**src/rtl/uart_pkg.sv**
```systemverilog
// Shared UART definitions: state encodings common to the RX and TX halves,
// frame geometry constants and a half-bit-period helper.
package uart_pkg;

  localparam logic [1:0] IDLE  = 2'b00;
  localparam logic [1:0] START = 2'b01;
  localparam logic [1:0] DATA  = 2'b10;
  localparam logic [1:0] STOP  = 2'b11;

  localparam int DATA_BITS = 8;
  localparam int COUNTER_W = 16;
  localparam int IDX_W     = $clog2(DATA_BITS);

  typedef enum logic [1:0] {
    S_IDLE  = IDLE,
    S_START = START,
    S_DATA  = DATA,
    S_STOP  = STOP
  } rx_state_t;

  // Number of counts from the start-bit edge to the middle of the start bit.
  function automatic logic [COUNTER_W-1:0] half_period(input int clks_per_bit);
    return COUNTER_W'((clks_per_bit - 1) / 2);
  endfunction

endpackage

```
**src/rtl/uart_rx_if.sv**
```systemverilog
// Receiver-side bundle: serial line in, byte/strobe/status out.
// master = the receiver, slave = the pin driver / byte consumer.
interface uart_rx_if;

  logic                          i_rx;
  logic [uart_pkg::DATA_BITS-1:0] o_data_byte;
  logic                          o_data_valid;
  logic                          o_active;
  logic                          o_frame_err;

  modport master (
    input  i_rx,
    output o_data_byte, o_data_valid, o_active, o_frame_err
  );

  modport slave (
    output i_rx,
    input  o_data_byte, o_data_valid, o_active, o_frame_err
  );

endinterface

```
**src/rtl/uart_rx_sync.sv**
```systemverilog
// Two-flop synchronizer for a single asynchronous input; flops reset to 1
// so an idle-high line does not look like an edge when reset releases.
module uart_rx_sync (
  input  logic clock,
  input  logic reset,
  input  logic i_async,
  output logic o_sync
);

  logic [1:0] r_sync;

  always_ff @(posedge clock or posedge reset) begin
    if (reset) begin
      r_sync <= 2'b11;
    end else begin
      r_sync <= {r_sync[0], i_async};
    end
  end

  assign o_sync = r_sync[1];

endmodule

```
**src/rtl/uart_rx.sv**
```systemverilog
// 8N1 UART receiver with mid-bit sampling at CLKS_PER_BIT clocks per bit.
// Optional macro UART_RX_FRAME_ERR_EN enables stop-bit checking and break lockout.
module uart_rx
  import uart_pkg::*;
#(
  parameter int CLKS_PER_BIT = 2813
) (
  input  logic     clock,
  input  logic     reset,
  uart_rx_if.master bus
);

  localparam logic [COUNTER_W-1:0] HALF = half_period(CLKS_PER_BIT);
  localparam logic [COUNTER_W-1:0] LAST = COUNTER_W'(CLKS_PER_BIT - 1);
  localparam logic [IDX_W-1:0]     TOP_BIT = IDX_W'(DATA_BITS - 1);

  logic                 w_rx_s;
  rx_state_t            r_state;
  logic [COUNTER_W-1:0] r_count;
  logic [IDX_W-1:0]     r_bit_index;
  logic [DATA_BITS-1:0] r_shift;
  logic [DATA_BITS-1:0] r_data_byte;
  logic                 r_data_valid;
  logic                 r_active;
`ifdef UART_RX_FRAME_ERR_EN
  logic                 r_frame_err;
  logic                 r_armed;
`endif

  uart_rx_sync u_sync (
    .clock   (clock),
    .reset   (reset),
    .i_async (bus.i_rx),
    .o_sync  (w_rx_s)
  );

  always_ff @(posedge clock or posedge reset) begin
    if (reset) begin
      r_state      <= S_IDLE;
      r_count      <= '0;
      r_bit_index  <= '0;
      r_shift      <= '0;
      r_data_byte  <= '0;
      r_data_valid <= 1'b0;
      r_active     <= 1'b0;
`ifdef UART_RX_FRAME_ERR_EN
      r_frame_err  <= 1'b0;
      r_armed      <= 1'b1;
`endif
    end else begin
      r_data_valid <= 1'b0;
`ifdef UART_RX_FRAME_ERR_EN
      r_frame_err  <= 1'b0;
`endif
      case (r_state)
        S_IDLE: begin
          r_count     <= '0;
          r_bit_index <= '0;
`ifdef UART_RX_FRAME_ERR_EN
          // After a bad stop bit the line must return high before a new start counts.
          if (!r_armed) begin
            if (w_rx_s) r_armed <= 1'b1;
          end else if (!w_rx_s) begin
            r_state  <= S_START;
            r_active <= 1'b1;
          end
`else
          if (!w_rx_s) begin
            r_state  <= S_START;
            r_active <= 1'b1;
          end
`endif
        end

        S_START: begin
          if (r_count == HALF) begin
            r_count <= '0;
            if (!w_rx_s) begin
              r_state <= S_DATA;
            end else begin
              r_state  <= S_IDLE;
              r_active <= 1'b0;
            end
          end else begin
            r_count <= r_count + 1'b1;
          end
        end

        S_DATA: begin
          if (r_count == LAST) begin
            r_count              <= '0;
            r_shift[r_bit_index] <= w_rx_s;
            if (r_bit_index == TOP_BIT) begin
              r_bit_index <= '0;
              r_state     <= S_STOP;
            end else begin
              r_bit_index <= r_bit_index + 1'b1;
            end
          end else begin
            r_count <= r_count + 1'b1;
          end
        end

        S_STOP: begin
          if (r_count == LAST) begin
            r_count  <= '0;
            r_state  <= S_IDLE;
            r_active <= 1'b0;
`ifdef UART_RX_FRAME_ERR_EN
            if (w_rx_s) begin
              r_data_byte  <= r_shift;
              r_data_valid <= 1'b1;
            end else begin
              r_frame_err <= 1'b1;
              r_armed     <= 1'b0;
            end
`else
            r_data_byte  <= r_shift;
            r_data_valid <= 1'b1;
`endif
          end else begin
            r_count <= r_count + 1'b1;
          end
        end

        default: begin
          r_state     <= S_IDLE;
          r_count     <= '0;
          r_bit_index <= '0;
          r_active    <= 1'b0;
        end
      endcase
    end
  end

  assign bus.o_data_byte  = r_data_byte;
  assign bus.o_data_valid = r_data_valid;
  assign bus.o_active     = r_active;
`ifdef UART_RX_FRAME_ERR_EN
  assign bus.o_frame_err  = r_frame_err;
`else
  assign bus.o_frame_err  = 1'b0;
`endif

endmodule

```
**src/flat_wrapper.sv**
```systemverilog
// flat-port wrapper written by rule: the top's interface ports become plain ports
module uart_rx_flat import uart_pkg::*;
#(
  parameter int CLKS_PER_BIT = 2813
)
  (clock, reset, bus_i_rx, bus_o_data_byte, bus_o_data_valid, bus_o_active, bus_o_frame_err);
  uart_rx_if bus_i ();
  input  logic clock;
  input  logic reset;
  input wire logic [$bits(bus_i.i_rx)-1:0] bus_i_rx;
  output wire logic [$bits(bus_i.o_data_byte)-1:0] bus_o_data_byte;
  output wire logic [$bits(bus_i.o_data_valid)-1:0] bus_o_data_valid;
  output wire logic [$bits(bus_i.o_active)-1:0] bus_o_active;
  output wire logic [$bits(bus_i.o_frame_err)-1:0] bus_o_frame_err;
  assign bus_i.i_rx = bus_i_rx;
  assign bus_o_data_byte = bus_i.o_data_byte;
  assign bus_o_data_valid = bus_i.o_data_valid;
  assign bus_o_active = bus_i.o_active;
  assign bus_o_frame_err = bus_i.o_frame_err;
  uart_rx #(.CLKS_PER_BIT(CLKS_PER_BIT)) u_core (.clock(clock), .reset(reset), .bus(bus_i));
endmodule
```
**config.mk**
```make
export PLATFORM = sky130hd
export DESIGN_NAME = uart_rx_flat
export DESIGN_NICKNAME = d
export VERILOG_FILES = /design/src/rtl/uart_pkg.sv /design/src/rtl/uart_rx_if.sv /design/src/rtl/uart_rx_sync.sv /design/src/rtl/uart_rx.sv /design/src/flat_wrapper.sv
export SDC_FILE = /design/constraint.sdc
export NUM_CORES = 1
export LEC_CHECK = 0
export ABC_AREA = 1
export BUFFER_PORTS_ARGS = -buffer_cell sky130_fd_sc_hd__clkbuf_2
export CAP_MARGIN = 5
export CORE_MARGIN = 10
export CORE_UTILIZATION = 55
export CTS_BUF_LIST = sky130_fd_sc_hd__clkbuf_16
export DETAILED_ROUTE_END_ITERATION = 12
export PLACE_DENSITY = 0.73
export SETUP_SLACK_MARGIN = 0.15
export SKIP_CTS_REPAIR_TIMING = 1
export SKIP_LAST_GASP = 1
export SYNTH_ARGS = -nofsm -noshare
export SYNTH_HDL_FRONTEND = slang
export SYNTH_SLANG_ARGS = --single-unit
export TNS_END_PERCENT = 30
```
**constraint.sdc**
```tcl
create_clock -name clock -period 2.02 [get_ports clock]
set_input_delay 0.101 -clock clock [delete_from_list [all_inputs] [get_ports clock]]
set_output_delay 0.101 -clock clock [all_outputs]
set_load 0.1 [all_outputs]
```
---- After elaboration in Yosys (flattened, before gate mapping) ----
Index checks and enable logic that the tools add are counted.
cells by class
  equal/unequal tests ..................... 12
  muxes and demuxes ....................... 23
  order comparisons ....................... 2
  reductions and logical operators ........ 10
  add/subtract/negate cells ............... 2
operators with widths
  operator               number
  $pmux 16 s3            1
  $mux 16                2
  $add 16x1->16 const B  1
  $eq 16x11->1 const B   1
  $eq 16x12->1 const B   1
  $mux 2                 6
  $reduce_and 5->1       2
  $bwmux 8               1
  $ne 2x1->1 const B     4
  $pmux 2 s4             1
  $mux 1                 7
  $mux 3                 2
  $pmux 3 s2             1
  $reduce_and 2->1       3
  $eq 2x2->1 const B     2
  $lt 3x4->1 const B     1
  $ne 2x2->1 const B     2
  $add 3x1->3 const B    1
  $demux 1 s3            1
  $eq 3x3->1 const B     1
  $ge 3x1->1 const B     1
  $pmux 1 s3             1
  $reduce_bool 3->1      1
  $eq 2x1->1 const B     1
  4 further kinds        4
word-level totals
  output and inout bits ................... 11
  register bits after elaboration ......... 41
  input port bits ......................... 3
  word-level logic and storage cells ...... 57

---- Depth between registers and ports, before layout ----
  depth after elaboration ................. 5
  gate-level depth with buffers ........... 13
  mapped depth without buffers ............ 12

---- Hierarchy ----
From an unflattened synthesis, not the netlist that was laid out.
second synthesis, totals
  cell total of the unflattened synthesis .. 263
  area, all modules ....................... 2169.6 µm²
by module, submodules not included
  module        area each (µm²)  sequential area each (µm²)  cells an instance  instances
  uart_rx       2113.3           975.9                       260                1
  uart_rx_sync  56.3             52.6                        3                  1

---- Worst setup path after synthesis ----
OpenSTA, ideal clock, no wires.
  path kind ............................... flip-flop to flip-flop
  start point ............................. register u_core.r_count[0]
  end point ............................... register u_core.r_bit_index[1]
  path slack .............................. 556 ps
  path buffers ............................ 0
  stages on the path, launching flop included .. 11
  library setup time ...................... 121 ps
  arrival ................................. 1343 ps
  period minus slack after synthesis ...... 1464 ps
  required time ........................... 1899 ps
  path through ............................ dfrtp_1 -> inv_1 -> ha_1 -> nand2_1 -> inv_1 -> nand2_1 -> nor2_2 -> nand2_2 -> nand2_4 -> nand2_1 -> a22o_1
on the way
  longest elaborated chain between the ends .. 3
ends and longest elaborated chain
  what                        RTL line        source
  from (decl)                 uart_rx.sv:19   logic [COUNTER_W-1:0] r_count;
  from (signal assigned)      uart_rx.sv:85   r_count <= r_count + 1'b1;
  from (signal assigned)      uart_rx.sv:100  r_count <= r_count + 1'b1;
  from (signal assigned)      uart_rx.sv:122  r_count <= r_count + 1'b1;
  $eq 16x12->1                uart_rx.sv:90   if (r_count == LAST) begin
  $ne 2x1->1 (no line)        --
  $reduce_and 2->1 (no line)  --
  to (signal assigned)        uart_rx.sv:97   r_bit_index <= r_bit_index + 1'b1;
  to (decl)                   uart_rx.sv:20   logic [IDX_W-1:0] r_bit_index;
No other way between the ends.
A chain may end at the register's enable or synchronous reset.

---- Worst setup path after layout ----
  start point ............................. register u_core.r_count[0]
  end point ............................... register u_core.r_count[10]
on the way
  longest elaborated chain between the ends .. 3
  elaborated cells on any way between the ends .. 6
  classes of those cells .................. 1 x add/sub; 2 x eq/ne; 3 x mux
ends and longest elaborated chain
  what                                   RTL line                                       source
  $add 16x1->16 (tied with other cells)  uart_rx.sv:85, uart_rx.sv:100, uart_rx.sv:122
  $mux 16 (on tied branches)             uart_rx.sv:90, uart_rx.sv:105, uart_rx.sv:76
  $pmux 16 s3 *                          uart_rx.sv:55                                  case (r_state)
Mark *: on every way between the ends. The rest lies on a longest branch, timed or not.

==> key figures <==
Floorplanning
  • Rows: 22
  • DIE WIDTH: 82.2 um
  • Initial Utilization: 0.577
  • Die area: between 6000 and 7000 um2
  • Top-Level Pins: 14
  • DIE HEIGHT: between 80 and 90 um
  • Core area: around 3700 um2

Clock network
  • Cts bufs inserted: 5
  • Clock Tree Root: clkbuf_16
  • TritonCTS clock tree: done
  • Clock latency on the worst-skew pair: ~0.28 ns
  • CTS max path bufs: 2
  • H-tree levels: 2
  • CTS Sinks: between 40 and 50
  • Clk pin slew, worst setup/hold paths: ~0.050 ns

Drt
  • DRT Pass-1 Iters: 5
  • Vias per inst: 5.05
  • Routed via count: about 1700
  • Remaining DRCs: 0
  • WL per Instance: between 10 and 15 um
  • Detailed Route Iter0 Violations: between 100 and 150
  • Routed wire length: about 4 mm
  • DRT antenna net count: 0

Cells and area
  • Layout Nets: approximately 290
  • Non-filler cells, final: 330
  • Ant diodes: 0
  • Most frequent cells in the layout: 76 x nand2_1, 39 x dfrtp_1, 27 x inv_1, 20 x nand3_1, 17 x nor2_1
  • Post-route cell area: between 2000 and 2500 um2
  • Ratio of cells with drive above 1 in the final layout: 0.156
  • Commonest non-fill, non-tap cell in the layout: nand2_1
  • Area grow syn2layout: 13.6%
  • Final Util: 0.655

GRT
  • GRT Overall Usage: 0.136
  • Antenna violations before repair: 0
  • Via count of the first global-routing pass: 1591
  • Global route overflow: 0
  • First-pass GRT wire length: just over 7 mm
  • Largest net degree at the start of global routing: 42

Critical path
  • CP peak stage delay: between 0.4 and 0.5 ns
  • RR Startpoint: u_core.r_count[0]$_DFF_PP0_
  • CP Class: reg -> reg
  • Crit path DAT: 1.84 ns
  • CP Launch Type: register
  • Critical path capture point type: register
  • Flop2flop setup slack: 0.35 ns
  • WP data required: between 2 and 2.5 ns
  • Crit-path leading delay family: simple AND/OR/NAND/NOR gates
  • Critical path buffer and inverter count: 2
  • Slowest CP cell: dfrtp_1
  • Cells along the critical path: inv_1 > ha_1 > nand2_1 > inv_1 > nand2_1 > nor2_1 > nand2_1 > nand2_1 > nand2_2 > and3b_1
  • Worst r2r dst: u_core.r_count[10]$_DFF_PP0_
  • Critical-path maximum fanout: 11
  • Worst R2R Path Depth: 10
  • Most used cell, CP: nand2_1

Timing
  • Crit path time final: around 1.7 ns
  • Final Cycle Share: 0.827
  • Final Max Slew Viols: 0
  • Worst slew pin tran: 0.561 ns
  • Setup-failing EPs final: 0
  • Hold Violations, Final: 0
  • Final setup TNS: 0 ns
  • Max-slew headroom: 0.623
  • Clk_skew: 0.00483 ns
  • Fmax: around 600 MHz
  • RSZ-0062 raised after global routing: no

Power and ir drop
  • Peak supply drop: ~0.54 mV
  • Pwr dens: approximately 720 nW/um2
  • Pleak: 1.19 nW
  • Combinational power share: 0.019
  • Sw Ratio: 0.191
  • Clock power share: 0.506
  • Sw Pwr: approximately 330 uW
  • Reg power frac: 0.475
  • Int Pwr: ~1.4 mW

Synth
  • Yosys cell types: 30
  • Synth warn: 0
  • Synth Register Bits: 41
  • Fraction of registers with async set/reset: 1.00
  • Mapped Area: 2130 um2
  • Mapped Avg Cell Area: 8.12 um2
  • Post-synth EDFFs: 0
  • Sequential-to-total area share from yosys stat: 0.484
  • Syn Inst Count: ~260
  • Syn Nets: 270
  • Most used DFF post-synth: dfrtp_1

Placement
  • HPWL after DPL: approximately 3 mm
  • Area post-placement: approximately 2200 um2
  • Gpl congestion: about 0.9
  • Port bufs: 12
  • Dpl cells: 320

Worst hold path
  • Critical hold path startpoint: u_core.u_sync.r_sync[0]$_DFF_PP1_
  • Worst Hold Depth: 0
  • Hold crit path type: reg -> reg
  • Worst hold endpoint: u_core.u_sync.r_sync[1]$_DFF_PP1_

Flow run
  • Max-Cap Viols: 0

Outcome
  • Status: finished clean
[routing by layer]
metal	up-vias	share of wire	GRT usage
met5	-	0	0
met4	0	0.015	0.0476
met3	6	0.053	0.0421
met2	30	0.46	0.214
met1	761	0.47	0.172
li1	868	-	-
[worst register-to-register path, stage by stage, from the launching register on]
cell and delay [ns]:
dfrtp_1 0.41, inv_1 0.10, ha_1 0.14, nand2_1 0.05
inv_1 0.06, nand2_1 0.04, nor2_1 0.08, nand2_1 0.06
nand2_1 0.27, nand2_2 0.16, and3b_1 0.19
[sequential cells by signal, indices dropped and copies added (netlist names), named ones only]
name                     flops
u_core.r_count              16
u_core.bus.o_data_byte       8
u_core.r_shift               8
u_core.r_bit_index           3
u_core.u_sync.r_sync         2
u_core.bus.o_active          1
u_core.bus.o_data_valid      1
u_core.r_state               1
[power by group through the flow]
stage / sequential (mW) / combinational [mW] / clock [mW]
2_1_floorplan: 0.841 / 0.0248 / 0
3_3_place_gp: 0.841 / 0.0320 / 0
3_5_place_dp: 0.841 / 0.0322 / 0
4_1_cts: 0.826 / 0.0322 / 0.900
5_1_grt: 0.826 / 0.0382 / 0.944
6_report: 0.826 / 0.0338 / 0.880
[synth_stat cells (3+ instances only)]
cell type | count | area [um2]
inv_2 | 6 | 22.5
nand2_2 | 5 | 31.3
dfrtp_1 | 39 | 976
xor2_1 | 6 | 52.6
nand3_1 | 20 | 100
nor3_1 | 4 | 20.0
nand4_1 | 3 | 18.8
nor2_2 | 6 | 37.5
nor2_1 | 17 | 63.8
inv_1 | 27 | 101
o21ai_1 | 10 | 50.1
ha_1 | 5 | 62.6
a21oi_1 | 15 | 75.1
o21ai_0 | 3 | 15.0
nand2_1 | 76 | 285
[per-stage QoR]
stage / power (mW) / hold WS (ns) / setup WS [ns]
after floorplan: 0.865 / 0.105 / 0.556
after global placement: 0.873 / 0.188 / 0.410
after detailed placement: 0.873 / 0.191 / 0.355
after CTS: 1.76 / -0.107 / 0.357
after global routing: 1.81 / 0.358 / 0.174
final: 1.74 / 0.357 / 0.350
[kinds of logic after synthesis]
| group | synth area share |
|---|---|
| AND/OR/NAND/NOR | 0.304 |
| flip-flops | 0.484 |
| buffers and inverters | 0.0712 |
| AO/OA/AOI/OAI | 0.0812 |
| XOR/XNOR | 0.0288 |
| adder cells (fa/ha/maj) | 0.0294 |
| other | 0.00176 |
[worst max-delay path by stage]
stage | from | to | slack (ns) | cells past startpoint
4_1_cts | u_core.r_count[0]$_DFF_PP0_ | u_core.r_count[10]$_DFF_PP0_ | 0.36 | 10
2_1_floorplan | u_core.r_count[0]$_DFF_PP0_ | u_core.r_bit_index[1]$_DFFE_PP0P_ | 0.56 | 10
3_3_place_gp | u_core.r_count[0]$_DFF_PP0_ | u_core.r_count[10]$_DFF_PP0_ | 0.41 | 10
6_report | u_core.r_count[0]$_DFF_PP0_ | u_core.r_count[10]$_DFF_PP0_ | 0.35 | 10
3_5_place_dp | u_core.r_count[0]$_DFF_PP0_ | u_core.r_count[10]$_DFF_PP0_ | 0.36 | 10
5_1_grt | u_core.r_count[0]$_DFF_PP0_ | u_core.r_count[8]$_DFF_PP0_ | 0.17 | 11
[final cells by class]
class	instances	area, um2
multi-input combinational	184	947
fill	309	1270
sequential	41	1030
inverter	34	128
clock inverter	3	41.3
timing repair buffer	15	87.6
clock buffer	5	125
tap	48	60.1
No activity file was read; power rests on OpenSTA's default activity.
